<file path="config.mk">
export PLATFORM = sky130hd
export DESIGN_NAME = joy_port_map_flat
export DESIGN_NICKNAME = d
export VERILOG_FILES = /design/src/rtl/joy_port_map_pkg.sv /design/src/rtl/joy_port_map_if.sv /design/src/rtl/joy_port_map_filter2.sv /design/src/rtl/joy_port_map.sv /design/src/flat_wrapper.sv
export SDC_FILE = /design/constraint.sdc
export NUM_CORES = 1
export LEC_CHECK = 0
export CORE_MARGIN = 1
export CORE_UTILIZATION = 40
export CTS_BUF_LIST = sky130_fd_sc_hd__clkbuf_8
export CTS_CLUSTER_DIAMETER = 60
export DETAILED_ROUTE_END_ITERATION = 12
export PLACE_DENSITY = 0.81
export RECOVER_POWER = 100
export SYNTH_ARGS = -nofsm -noshare
export SYNTH_HDL_FRONTEND = slang
export SYNTH_SLANG_ARGS = --single-unit
</file>
<file path="constraint.sdc">
create_clock -name clk28 -period 1.71 [get_ports clk28]
set_input_delay 0.4275 -clock clk28 [delete_from_list [all_inputs] [get_ports clk28]]
set_output_delay 0.4275 -clock clk28 [all_outputs]
set_load 0.02 [all_outputs]
</file>
<file path="src/rtl/joy_port_map_pkg.sv">
// Shared definitions for the joystick-to-ZX port mapper: mode encodings,
// default port addresses, bus widths and the pad vector bit layout.
package joy_port_map_pkg;

  typedef enum logic [1:0] {
    JMODE_KEMPSTON  = 2'd0,
    JMODE_SINCLAIR1 = 2'd1,
    JMODE_SINCLAIR2 = 2'd2,
    JMODE_CURSOR    = 2'd3
  } jmode_e;

  localparam logic [7:0] KEMPSTON_PORT_DEF = 8'h1F;
  localparam logic [7:0] CFG_PORT_DEF      = 8'hF7;

  localparam int ZX_ADDR_W = 16;
  localparam int ZX_DATA_W = 8;
  localparam int KB_W      = 5;
  localparam int CFG_W     = 3;

  // Bit positions inside the 12-bit pad vector
  localparam int PAD_W     = 12;
  localparam int PAD_UP    = 0;
  localparam int PAD_DOWN  = 1;
  localparam int PAD_LEFT  = 2;
  localparam int PAD_RIGHT = 3;
  localparam int PAD_B1    = 4;
  localparam int PAD_B2    = 5;
  localparam int PAD_B3    = 6;
  localparam int PAD_X     = 7;
  localparam int PAD_Y     = 8;
  localparam int PAD_Z     = 9;
  localparam int PAD_START = 10;
  localparam int PAD_MODE  = 11;

  // Field order matches the Kempston byte, bit7..bit0
  typedef struct packed {
    logic start;
    logic fire3;
    logic fire2;
    logic fire1;
    logic up;
    logic down;
    logic left;
    logic right;
  } joy_keys_t;

  // Key presses for the half-rows A11 (keys 1-5) and A12 (keys 0-6).
  // A row only contributes when the CPU is scanning it.
  function automatic logic [KB_W-1:0] kb_map(input jmode_e    mode,
                                             input joy_keys_t k,
                                             input logic      row11_sel,
                                             input logic      row12_sel);
    logic [KB_W-1:0] r11;
    logic [KB_W-1:0] r12;
    r11 = '0;
    r12 = '0;
    case (mode)
      JMODE_SINCLAIR1: r12 = {k.left, k.right, k.down, k.up, k.fire1};
      JMODE_SINCLAIR2: r11 = {k.fire1, k.up, k.down, k.right, k.left};
      JMODE_CURSOR: begin
        r11 = {k.left, 4'b0000};
        r12 = {k.down, k.up, k.right, 1'b0, k.fire1};
      end
      default: ;
    endcase
    return (row11_sel ? r11 : '0) | (row12_sel ? r12 : '0);
  endfunction

endpackage

</file>
<file path="src/rtl/joy_port_map_if.sv">
// Z80 I/O bus view seen by the joystick mapper. The CPU side is the master,
// the mapper is the slave that returns read data and keyboard presses.
interface joy_port_map_if;
  import joy_port_map_pkg::*;

  logic [ZX_ADDR_W-1:0] bus_a;
  logic [ZX_DATA_W-1:0] bus_d;
  logic                 bus_iord;
  logic                 bus_iowr;
  logic [ZX_DATA_W-1:0] d_out;
  logic                 d_out_oe;
  logic [KB_W-1:0]      kb_press;

  modport master (
    output bus_a, bus_d, bus_iord, bus_iowr,
    input  d_out, d_out_oe, kb_press
  );

  modport slave (
    input  bus_a, bus_d, bus_iord, bus_iowr,
    output d_out, d_out_oe, kb_press
  );

endinterface

</file>
<file path="src/rtl/joy_port_map_filter2.sv">
// Two-sample equality filter: a vector sampled on snap_i is only accepted
// once the same value has been seen on two consecutive snapshots.
module joy_filter2 #(
  parameter int W = 12
) (
  input  logic         clk_i,
  input  logic         rst_i,
  input  logic         snap_i,
  input  logic [W-1:0] din_i,
  output logic [W-1:0] raw_o,
  output logic [W-1:0] stable_o
);

  logic [W-1:0] raw_q, raw_d;
  logic [W-1:0] stable_q, stable_d;

  // Next-state: capture on snapshot, accept when it repeats the last one
  always_comb begin
    raw_d    = raw_q;
    stable_d = stable_q;
    if (snap_i) begin
      raw_d = din_i;
      if (din_i == raw_q) begin
        stable_d = din_i;
      end
    end
  end

  // Snapshot and filtered state registers
  always_ff @(posedge clk_i) begin
    if (rst_i) begin
      raw_q    <= '0;
      stable_q <= '0;
    end else begin
      raw_q    <= raw_d;
      stable_q <= stable_d;
    end
  end

  assign raw_o    = raw_q;
  assign stable_o = stable_q;

endmodule

</file>
<file path="src/rtl/joy_port_map.sv">
// Sega pad to ZX I/O mapper: Kempston port or Sinclair/Cursor key injection,
// selected by a 3-bit config register written over the Z80 I/O bus.
module joy_port_map
  import joy_port_map_pkg::*;
#(
  parameter logic [7:0] KEMPSTON_PORT = KEMPSTON_PORT_DEF,
  parameter logic [7:0] CFG_PORT      = CFG_PORT_DEF
) (
  input  logic       clk28,
  input  logic       rst,
  input  logic [8:0] vc,
  input  logic [8:0] hc,
  input  logic       turbo_strobe,
  input  logic       joy_up,
  input  logic       joy_down,
  input  logic       joy_left,
  input  logic       joy_right,
  input  logic       joy_b1,
  input  logic       joy_b2,
  input  logic       joy_b3,
  input  logic       joy_x,
  input  logic       joy_y,
  input  logic       joy_z,
  input  logic       joy_start,
  input  logic       joy_mode,
  joy_port_map_if.slave bus
);

  // First cycle after the pad reader's window closes, once per read period
  logic snap;
  assign snap = (vc[6:0] == 7'd0) && (hc == 9'd256);

  logic [PAD_W-1:0] pad_vec;
  logic [PAD_W-1:0] pad_raw;
  logic [PAD_W-1:0] pad_stable;

  assign pad_vec[PAD_UP]    = joy_up;
  assign pad_vec[PAD_DOWN]  = joy_down;
  assign pad_vec[PAD_LEFT]  = joy_left;
  assign pad_vec[PAD_RIGHT] = joy_right;
  assign pad_vec[PAD_B1]    = joy_b1;
  assign pad_vec[PAD_B2]    = joy_b2;
  assign pad_vec[PAD_B3]    = joy_b3;
  assign pad_vec[PAD_X]     = joy_x;
  assign pad_vec[PAD_Y]     = joy_y;
  assign pad_vec[PAD_Z]     = joy_z;
  assign pad_vec[PAD_START] = joy_start;
  assign pad_vec[PAD_MODE]  = joy_mode;

  joy_filter2 #(
    .W (PAD_W)
  ) u_filter (
    .clk_i    (clk28),
    .rst_i    (rst),
    .snap_i   (snap),
    .din_i    (pad_vec),
    .raw_o    (pad_raw),
    .stable_o (pad_stable)
  );

  // ---------------------------------------------------------------------
  // Config register, written once per bus cycle on the iowr rising edge
  // ---------------------------------------------------------------------
  logic [CFG_W-1:0] cfg_q, cfg_d;
  logic             iowr_q, iowr_d;
  logic             cfg_wr;

  assign cfg_wr = bus.bus_iowr && !iowr_q && (bus.bus_a[7:0] == CFG_PORT);

  // Next-state for config and write-strobe edge detector
  always_comb begin
    iowr_d = bus.bus_iowr;
    cfg_d  = cfg_q;
    if (cfg_wr) begin
      cfg_d = bus.bus_d[CFG_W-1:0];
    end
  end

  // Config and edge-detect registers
  always_ff @(posedge clk28) begin
    if (rst) begin
      cfg_q  <= '0;
      iowr_q <= 1'b0;
    end else begin
      cfg_q  <= cfg_d;
      iowr_q <= iowr_d;
    end
  end

  jmode_e mode;
  logic   turbo_en;

  assign mode     = jmode_e'(cfg_q[1:0]);
  assign turbo_en = cfg_q[2];

  // ---------------------------------------------------------------------
  // Button mapping with optional autofire on X/Y/Z
  // ---------------------------------------------------------------------
  joy_keys_t keys;

  // Turbo folds Y/Z/X onto fire1/2/3 gated by the autofire square wave
  always_comb begin
    keys.start = pad_stable[PAD_START];
    keys.up    = pad_stable[PAD_UP];
    keys.down  = pad_stable[PAD_DOWN];
    keys.left  = pad_stable[PAD_LEFT];
    keys.right = pad_stable[PAD_RIGHT];
    keys.fire1 = pad_stable[PAD_B1] | (turbo_en & pad_stable[PAD_Y] & turbo_strobe);
    keys.fire2 = pad_stable[PAD_B2] | (turbo_en & pad_stable[PAD_Z] & turbo_strobe);
    keys.fire3 = pad_stable[PAD_B3] | (turbo_en & pad_stable[PAD_X] & turbo_strobe);
  end

  // ---------------------------------------------------------------------
  // Read decode and registered bus outputs
  // ---------------------------------------------------------------------
  logic sel_kemp;
  logic sel_cfg;

  assign sel_kemp = bus.bus_iord && (bus.bus_a[7:0] == KEMPSTON_PORT) &&
                    (mode == JMODE_KEMPSTON);
  assign sel_cfg  = bus.bus_iord && (bus.bus_a[7:0] == CFG_PORT);

  logic [ZX_DATA_W-1:0] d_out_q, d_out_d;
  logic                 oe_q, oe_d;
  logic [KB_W-1:0]      kb_q, kb_d;

  // Output next-state from the current address/strobe and mapped buttons
  always_comb begin
    d_out_d = '0;
    oe_d    = 1'b0;
    if (sel_kemp) begin
      oe_d    = 1'b1;
      d_out_d = keys;
    end else if (sel_cfg) begin
      oe_d    = 1'b1;
      d_out_d = {{(ZX_DATA_W-CFG_W){1'b0}}, cfg_q};
    end
    kb_d = kb_map(mode, keys, !bus.bus_a[11], !bus.bus_a[12]);
  end

  // Registered outputs so the bus never sees intra-cycle glitches
  always_ff @(posedge clk28) begin
    if (rst) begin
      d_out_q <= '0;
      oe_q    <= 1'b0;
      kb_q    <= '0;
    end else begin
      d_out_q <= d_out_d;
      oe_q    <= oe_d;
      kb_q    <= kb_d;
    end
  end

  assign bus.d_out    = d_out_q;
  assign bus.d_out_oe = oe_q;
  assign bus.kb_press = kb_q;

  // Inputs and state that the mapping deliberately does not use
  logic unused_ok;
  assign unused_ok = ^{bus.bus_d[ZX_DATA_W-1:CFG_W], vc[8:7], pad_raw,
                       pad_stable[PAD_MODE]};

endmodule

</file>
<file path="src/flat_wrapper.sv">
// flat-port wrapper written by rule: the top's interface ports become plain ports
module joy_port_map_flat import joy_port_map_pkg::*;
#(
  parameter logic [7:0] KEMPSTON_PORT = KEMPSTON_PORT_DEF,
  parameter logic [7:0] CFG_PORT      = CFG_PORT_DEF
)
  (clk28, rst, vc, hc, turbo_strobe, joy_up, joy_down, joy_left, joy_right, joy_b1, joy_b2, joy_b3, joy_x, joy_y, joy_z, joy_start, joy_mode, bus_bus_a, bus_bus_d, bus_bus_iord, bus_bus_iowr, bus_d_out, bus_d_out_oe, bus_kb_press);
  joy_port_map_if bus_i ();
  input  logic clk28;
  input  logic rst;
  input  logic [8:0] vc;
  input  logic [8:0] hc;
  input  logic turbo_strobe;
  input  logic joy_up;
  input  logic joy_down;
  input  logic joy_left;
  input  logic joy_right;
  input  logic joy_b1;
  input  logic joy_b2;
  input  logic joy_b3;
  input  logic joy_x;
  input  logic joy_y;
  input  logic joy_z;
  input  logic joy_start;
  input  logic joy_mode;
  input wire logic [$bits(bus_i.bus_a)-1:0] bus_bus_a;
  input wire logic [$bits(bus_i.bus_d)-1:0] bus_bus_d;
  input wire logic [$bits(bus_i.bus_iord)-1:0] bus_bus_iord;
  input wire logic [$bits(bus_i.bus_iowr)-1:0] bus_bus_iowr;
  output wire logic [$bits(bus_i.d_out)-1:0] bus_d_out;
  output wire logic [$bits(bus_i.d_out_oe)-1:0] bus_d_out_oe;
  output wire logic [$bits(bus_i.kb_press)-1:0] bus_kb_press;
  assign bus_i.bus_a = bus_bus_a;
  assign bus_i.bus_d = bus_bus_d;
  assign bus_i.bus_iord = bus_bus_iord;
  assign bus_i.bus_iowr = bus_bus_iowr;
  assign bus_d_out = bus_i.d_out;
  assign bus_d_out_oe = bus_i.d_out_oe;
  assign bus_kb_press = bus_i.kb_press;
  joy_port_map #(.KEMPSTON_PORT(KEMPSTON_PORT), .CFG_PORT(CFG_PORT)) u_core (.clk28(clk28), .rst(rst), .vc(vc), .hc(hc), .turbo_strobe(turbo_strobe), .joy_up(joy_up), .joy_down(joy_down), .joy_left(joy_left), .joy_right(joy_right), .joy_b1(joy_b1), .joy_b2(joy_b2), .joy_b3(joy_b3), .joy_x(joy_x), .joy_y(joy_y), .joy_z(joy_z), .joy_start(joy_start), .joy_mode(joy_mode), .bus(bus_i));
endmodule
</file>
# Word level (Yosys, flattened, before mapping)
# Cells that the tools add are included.
dict set report totals {
  input_bits 59
  elab_cells 42
  register_bits 41
  out_inout_bits 14
}
dict set report op_classes {
  eq_ne 7
  n_reduce_logical 10
  bitwise 10
  mux 8
}
# cell n
set op_table {}
lappend op_table {{$pmux 5 s2} 2}
lappend op_table {{$eq 12x12->1} 1}
lappend op_table {{$mux 5} 2}
lappend op_table {{$eq 9x9->1 const B} 1}
lappend op_table {{$eq 8x5->1 const B} 1}
lappend op_table {{$eq 8x8->1 const B} 1}
lappend op_table {{$mux 8} 1}
lappend op_table {{$logic_not 7->1} 1}
lappend op_table {{$and 1x1->1} 6}
lappend op_table {{$logic_and 1x1->1} 6}
lappend op_table {{$or 5x5->5} 1}
lappend op_table {{$eq 2x2->1 const B} 2}
lappend op_table {{$mux 3} 1}
lappend op_table {{$or 1x1->1} 3}
lappend op_table {{$eq 2x1->1 const B} 1}
lappend op_table {{$logic_not 2->1} 1}
lappend op_table {{$mux 1} 2}
lappend op_table {{$reduce_and 2->1} 1}
lappend op_table {{$logic_not 1->1} 1}

# Logic depth before layout (Yosys ltp)
# Gate-level depths: netlist of run 1.
dict set report logic_depth {
  depth_word 6
  mapped_depth 5
  mapped_depth_nobuf 4
}

# Hierarchy
# From an unflattened synthesis of run 1, not the netlist that was laid out.
dict set report hier_totals {
  hier_cells 193
  area_unflattened_um2 1915.6
}
# mod seq_area_each_um2 area_per_inst_um2 cells_each n_inst
set by_module_without_submodules {}
lappend by_module_without_submodules {joy_filter2 480.5 1102.3 108 1}
lappend by_module_without_submodules {joy_port_map 360.3 813.3 85 1}

# Worst setup path after synthesis of run 1
# OpenSTA, ideal clock, no wires.
dict set report synth_timing {
  path_type {input to register}
  from {input vc[2]}
  to {register u_core.u_filter.stable_q[0] (netlist: u_core.u_filter.stable_o[0])}
  n_path_buf 1
  t_arrival_ps 1596
  path_stages 5
  setup_ps 72
  required_time_ps 1638
  path_slack_ps 43
  cell_sequence {nor4_4 nand4_4 nor4_4 buf_6 mux2i_1}
}
dict set report synth_between {
  elab_chain_cells 3
}
# element line_no
set synth_rtl {}
lappend synth_rtl {{start, declared} flat_wrapper.sv:11} ;# input logic [8:0] vc;
lappend synth_rtl {{$logic_not 7->1} joy_port_map.sv:31} ;# assign snap = (vc[6:0] == 7'd0) && (hc == 9'd256);
lappend synth_rtl {{$logic_and 1x1->1} joy_port_map.sv:31}
lappend synth_rtl {{$reduce_and 2->1 (no line)} -}
lappend synth_rtl {{end signal, assigned} joy_port_map_filter2.sv:36} ;# stable_q <= stable_d;
lappend synth_rtl {{end, declared} joy_port_map_filter2.sv:15} ;# logic [W-1:0] stable_q, stable_d;
# No other way between the ends.
# A chain may end at the register's enable or synchronous reset.

# Final worst setup path of run 1
dict set report layout_timing {
  from {input hc[2]}
  to {register u_core.u_filter.stable_q[1] (netlist: u_core.u_filter.stable_o[1])}
}
dict set report layout_between {
  elab_chain_cells 3
}
# element line_no
set layout_rtl {}
lappend layout_rtl {{start, declared} flat_wrapper.sv:12} ;# input logic [8:0] hc;
lappend layout_rtl {{$eq 9x9->1} joy_port_map.sv:31}
lappend layout_rtl {{$logic_and 1x1->1} joy_port_map.sv:31}
lappend layout_rtl {{$reduce_and 2->1 (no line)} -}
# No other way between the ends.

==> impl_metrics.tcl, run 1 <==
set metrics [dict create \
    min_to "u_core.bus.d_out[7]" \
    finalMaxSlewViolations 0 \
    crit_chain "clkdlybuf4s15_1 -> nor4b_4 -> nand4_4 -> nor4_4 -> buf_4 -> clkbuf_16 -> mux2i_1" \
    yosysTopAreaCell "dfxtp_1" \
    grt_pass1_vias 1525 \
    area_growth_pct 50.7 \
    clk_latency_ns 0.29 \
    swShare 0.207 \
    synth_edf_count 0 \
    cts-root-buf "clkbuf_8" \
    final_cell_mix "41 x dfxtp_1, 29 x clkdlybuf4s50_1, 26 x mux2i_1, 24 x nor2_1, 23 x nand2b_1" \
    fin_crit_sh 0.967 \
    maxCapViolCount 0 \
    dr.pass1.iters 4 \
    switching_power_mw 0.403 \
    vias 1500 \
    crit_slowest_cell "nor4b_4" \
    crit_fanout 5 \
    place.port_buffers 59 \
    clockBufferDepth 2 \
    ys_top_cells_by_area "dfxtp_1 45%, mux2i_1 14%, nand2b_1 7.8%, xnor2_1 5.7%, nor2_1 4.9%" \
    routed_wl_um 4010 \
    postSynthCellCount 176 \
    fin_nets 320 \
    arrival_ns 1.88 \
    multi_input_area_um2 970 \
    synth_adder_area_share 0 \
    holdPathStages 1 \
    slew_headroom 0.699 \
    async_flop_share 0 \
    fin_ws_ns 0.0561 \
    fin_skew_ns 0.00421 \
    io_pins 73 \
    power_density_nw_per_um2 706 \
    clock.fmax_mhz 605 \
    dp_hpwl_um 2940 \
    ys.flop_type "dfxtp_1" \
    rows 24 \
    fin_area_um2 2760 \
    yosysTopAreaCellShare 0.448 \
    grt_usage 0.179 \
    clk_pin_slew_ns 0.08 \
    power_leakage_nw 1.15 \
    antenna_found_initial 0 \
    cts_tree "done" \
    first_iter_violations 59 \
    start_kind "input pin" \
    tightest_slew_ns 0.451 \
    synth_mux_area_frac 0.148 \
    initial_core_util 0.418 \
    synth_area_um2 1830 \
    max-vdd-ir-drop_v 0.000351 \
    clock_power_share 0.413 \
    reg2reg_slack_ns 0.18 \
    p_seq_frac 0.490 \
    grt_pass1_wl_um 6880 \
    r2r_cells 6 \
    routedWlPerCell_um 12.8 \
    synth_top_family_by_area "simple AND/OR/NAND/NOR gates" \
    yosys.area_share.simple 0.271 \
    fillerInstances 373 \
    drive_gt1_frac 0.176 \
    path_class "in2reg" \
    overflow 0 \
    regToRegStartpoint "u_core.u_filter.raw_o[0]" \
    seq_area_frac_synth 0.448 \
    crit_required_ns 1.93 \
    combinationalPowerShare 0.097 \
    syn_area_per_cell_um2 10.4 \
    post-route-drc-count 0 \
    ys_types 30 \
    antenna_cells 0 \
    cts.sinks 41 \
    intPower_mw 1.55 \
    period_needed_ns 1.65 \
    h-tree-depth 2 \
    syn-num-nets 235 \
    die_area_um2 4860 \
    core_um2 4380 \
    final_antenna_net_count 0 \
    endpoint_kind "flop" \
    post_dp_cell_area_um2 2630 \
    worst_path_largest_cell_delay_ns 0.32 \
    final_common_cell "dfxtp_1" \
    die_w_um 69.7 \
    grt_start_max_net_pins 44 \
    pre_cts_ws_ns -0.450 \
    hold_path_class "reg2reg" \
    synth-xor-area-share 0.0573 \
    seqCellArea_um2 821 \
    r2r-end "u_core.u_filter.stable_o[1]" \
    avgViaCountPerCell 4.78 \
    holdCritStartpoint "u_core.u_filter.stable_o[10]" \
    fp.dieH_um 69.7 \
    synth_seq_cells 41 \
    place.gp.congestion 0.761 \
    cts_buffers 5 \
    setup_viol 0 \
    status "finished clean" \
    yosysWarnings 0 \
    hold_viol 0 \
    synth-compound-area-share 0.0526 \
]
## state kept, by name (all words and copies together), names as in the netlist
signal                    count
u_core.iowr_q                 1
u_core.bus.kb_press           5
u_core.u_filter.raw_o        12
u_core.bus.d_out              8
u_core.u_filter.stable_o     11
u_core.bus.d_out_oe           1
u_core.cfg_q                  3
## power by group through the flow
stage | sequential (mW) | clock [mW] | combinational [mW]
final | 0.956 | 0.806 | 0.189
after global routing | 0.956 | 0.874 | 0.203
after CTS | 0.956 | 0.823 | 0.193
after detailed placement | 0.978 | 0 | 0.212
after global placement | 0.978 | 0 | 0.209
after floorplan | 0.978 | 0 | 0.0517
## Yosys cell counts (3+ instances only)
cell type  number
a22o_1          3
xnor2_1        12
clkbuf_1        5
nor2b_1         4
a31oi_1         3
dfxtp_1        41
nand2b_1       23
mux2i_1        26
nand4_1         5
nor4_4          4
nor2_1         24
## logic make-up after synthesis
family | after synthesis
compound gates | 14
xor+xnor | 12
buf+inv | 9
flops | 41
mux | 27
simple gates | 73
## metal layers
metal  vias to the layer above  global-route usage  part of all wire
met2                        46               0.304              0.49
met5                         -                   0                 0
li1                        780                   -                 -
met4                         0              0.0533            0.0067
met3                         5              0.0640             0.058
met1                       669               0.211              0.44
## final cells by class
cell class	count	share of cell area
Clock buffer	6	0.0299
Inverter	2	0.00272
Clock inverter	2	0.0136
Tap cell	52	0.0236
Multi-Input combinational cell	126	0.351
Timing Repair Buffer	85	0.282
Sequential cell	41	0.297
## worst max-delay path: cells and delay by family
kind                   cells  cell delay, ns
muxes                      1            0.17
and+or+nand+nor            3            0.79
buffers and inverters      3            0.50
## worst max path at each step
stage | end | startpoint | cells past startpoint
after global routing | u_core.u_filter.stable_o[1] | hc[2] | 7
after floorplan | u_core.u_filter.stable_o[0] | vc[2] | 5
final | u_core.u_filter.stable_o[1] | hc[2] | 7
after CTS | u_core.u_filter.stable_o[0] | vc[2] | 6
after detailed placement | u_core.u_filter.stable_o[9] | vc[2] | 6
after global placement | u_core.u_filter.stable_o[4] | hc[5] | 6
## stage by stage
step | utilization | total power [mW] | instances | hold WS, ns | TNS, ns
floorplan | - | 1.03 | 176 | 0.431 | 0
global placement | 0.600 | 1.19 | 302 | 0.444 | -8.92
detailed placement | 0.600 | 1.19 | 302 | 0.458 | -9.81
CTS | 0.630 | 1.97 | 312 | 0.479 | 0
global route | 0.630 | 2.03 | 314 | 0.500 | -0.0188
finish | 0.630 | 1.95 | 314 | 0.475 | 0
## repair_timing
item / CTS / global route
setup buffers: 1 / 2
resized for setup: 25 / 17
pin swaps: 9 / 6
endpoints found under the setup margin: 11 / 6
hold buffers: 0 / 0
cloned: 1 / 0
Power figures use the tool's default switching activity.
==> run 2, diff against run 1 <==
--- a/config.mk
+++ b/config.mk
@@ -11,7 +11,6 @@
 export CTS_CLUSTER_DIAMETER = 60
 export DETAILED_ROUTE_END_ITERATION = 12
 export PLACE_DENSITY = 0.81
-export RECOVER_POWER = 100
 export SYNTH_ARGS = -nofsm -noshare
 export SYNTH_HDL_FRONTEND = slang
 export SYNTH_SLANG_ARGS = --single-unit
==> run 2 against run 1 <==
Global-route usage stayed put; worst setup slack worse by 0.0021 ns; core utilization is 0.086 points higher; routed wire length hardly changed; combinational power hardly changed; clock skew hardly changed; via count hardly changed; critical path type unchanged; largest cell class unchanged.
==> impl_metrics.tcl, run 2 (same netlist as run 1, synthesis figures left out) <==
set metrics [dict create \
    vias 1499 \
    h-tree-depth 2 \
    period_needed_ns 1.66 \
    hold_buffers 0 \
    r2r_cells 6 \
    first_iter_violations 55 \
    endpoint_kind "flop" \
    finalMaxSlewViolations 0 \
    power_density_nw_per_um2 706 \
    final_antenna_net_count 0 \
    area_growth_pct 50.9 \
    regToRegStartpoint "u_core.u_filter.raw_o[0]" \
    power_leakage_nw 1.16 \
    cts-root-buf "clkbuf_8" \
    final_common_cell "dfxtp_1" \
    cts_tree "done" \
    crit_chain "clkdlybuf4s15_1 -> nor4b_4 -> nand4_4 -> nor4_4 -> buf_4 -> clkbuf_16 -> mux2i_1" \
    grt_usage 0.179 \
    die_w_um 69.7 \
    fin_nets 320 \
    drive_gt1_frac 0.179 \
    grt_start_max_net_pins 44 \
    crit_required_ns 1.93 \
    multi_input_area_um2 970 \
    critPathBufInv 3 \
    maxCapViolCount 0 \
    clk_pin_slew_ns 0.08 \
    fin_crit_sh 0.968 \
    arrival_ns 1.88 \
    antenna_cells 0 \
    dr.pass1.iters 4 \
    hold_viol 0 \
    clockBufferDepth 2 \
    crit_slowest_cell "nor4b_4" \
    avgViaCountPerCell 4.77 \
    status "finished clean" \
    rows 24 \
    worst_path_largest_cell_delay_ns 0.32 \
    fin_hold_ws_ns 0.475 \
    overflow 0 \
    reg2reg_slack_ns 0.18 \
    initial_core_util 0.418 \
    grt_pass1_vias 1525 \
    clk_latency_ns 0.29 \
    place.port_buffers 59 \
    r2r-end "u_core.u_filter.stable_o[1]" \
    setup_viol 0 \
    place.gp.congestion 0.761 \
    die_area_um2 4860 \
    seqCellArea_um2 821 \
    hold_path_class "reg2reg" \
    crit_fanout 5 \
    routed_wl_um 4010 \
    holdCritStartpoint "u_core.u_filter.stable_o[10]" \
    post-route-drc-count 0 \
    cts.sinks 41 \
    start_kind "input pin" \
    final_cell_mix "41 x dfxtp_1, 31 x clkdlybuf4s50_1, 26 x mux2i_1, 24 x nor2_1, 24 x buf_4" \
    fin_skew_ns 0.00448 \
    holdPathStages 1 \
    finalSetupTns_ns 0 \
    stdcell_count 314 \
    cts_buffers 5 \
    routedWlPerCell_um 12.8 \
    dp_hpwl_um 2940 \
    tightest_slew_ns 0.435 \
    clock.fmax_mhz 604 \
    path_class "in2reg" \
    antenna_found_initial 0 \
    grt_pass1_wl_um 6880 \
    max-vdd-ir-drop_v 0.000347 \
    min_to "u_core.bus.d_out[7]" \
    cpLargestDelayFamily "simple AND/OR/NAND/NOR gates" \
    slew_headroom 0.709 \
    largest_reg_flops 12 \
    core_um2 4380 \
    dp_cells 302 \
    fp.dieH_um 69.7 \
    fillerInstances 371 \
    io_pins 73 \
]
run 2: timing repair:
item | in CTS | in global routing
cloned | 1 | 0
setup endpoints to repair | 11 | 6
buffers inserted | 1 | 2
hold endpoints to repair | 0 | 0
resized for setup | 25 | 17
pin swaps | 9 | 6
run 2: cell type report:
cell class	instances	share of cell area
Inverter	2	0.00271
Tap cell	52	0.0235
Clock inverter	2	0.0136
Multi-Input combinational cell	126	0.351
Timing Repair Buffer	85	0.283
Clock buffer	6	0.0299
Sequential cell	41	0.297
run 2: power by group:
part           switching [mW]  total, mW  internal, mW
Sequential           0.000656      0.956         0.955
Combinational          0.0711      0.190         0.119
Clock                   0.332      0.806         0.474
run 2: how the worst max path moves through the flow:
stage               cells after the start                           to   from  slack [ns]
floorplan                               5  u_core.u_filter.stable_o[0]  vc[2]        0.04
global route                            7  u_core.u_filter.stable_o[1]  hc[2]       -0.01
CTS                                     6  u_core.u_filter.stable_o[0]  vc[2]        0.04
global placement                        6  u_core.u_filter.stable_o[4]  hc[5]       -0.41
finish                                  7  u_core.u_filter.stable_o[1]  hc[2]        0.05
detailed placement                      6  u_core.u_filter.stable_o[9]  vc[2]       -0.45
run 2: through the flow:
stage	area, um^2	util	setup slack (ns)	power [mW]
2_1_floorplan	1830	-	0.0427	1.03
3_3_place_gp	2630	0.600	-0.413	1.19
3_5_place_dp	2630	0.600	-0.450	1.19
4_1_cts	2760	0.630	0.0387	1.97
5_1_grt	2770	0.631	-0.00971	2.03
6_report	2770	0.631	0.0540	1.95
run 2: routing by layer:
| metal | GRT usage | vias to the layer above | routed length [um] |
|---|---|---|---|
| met5 | 0 | - | 0 |
| met4 | 0.0533 | 0 | 27 |
| met3 | 0.0640 | 5 | 234 |
| met2 | 0.304 | 46 | 1970 |
| met1 | 0.211 | 667 | 1780 |
| li1 | - | 781 | - |
==> run 3, diff against run 2 <==
--- a/config.mk
+++ b/config.mk
@@ -10,6 +10,7 @@
 export CTS_BUF_LIST = sky130_fd_sc_hd__clkbuf_8
 export CTS_CLUSTER_DIAMETER = 60
 export DETAILED_ROUTE_END_ITERATION = 12
+export HOLD_SLACK_MARGIN = 0.05
 export PLACE_DENSITY = 0.81
 export SYNTH_ARGS = -nofsm -noshare
 export SYNTH_HDL_FRONTEND = slang
==> results of run 3 <==
Final layout, timing and power as in run 2 (identical DEF).
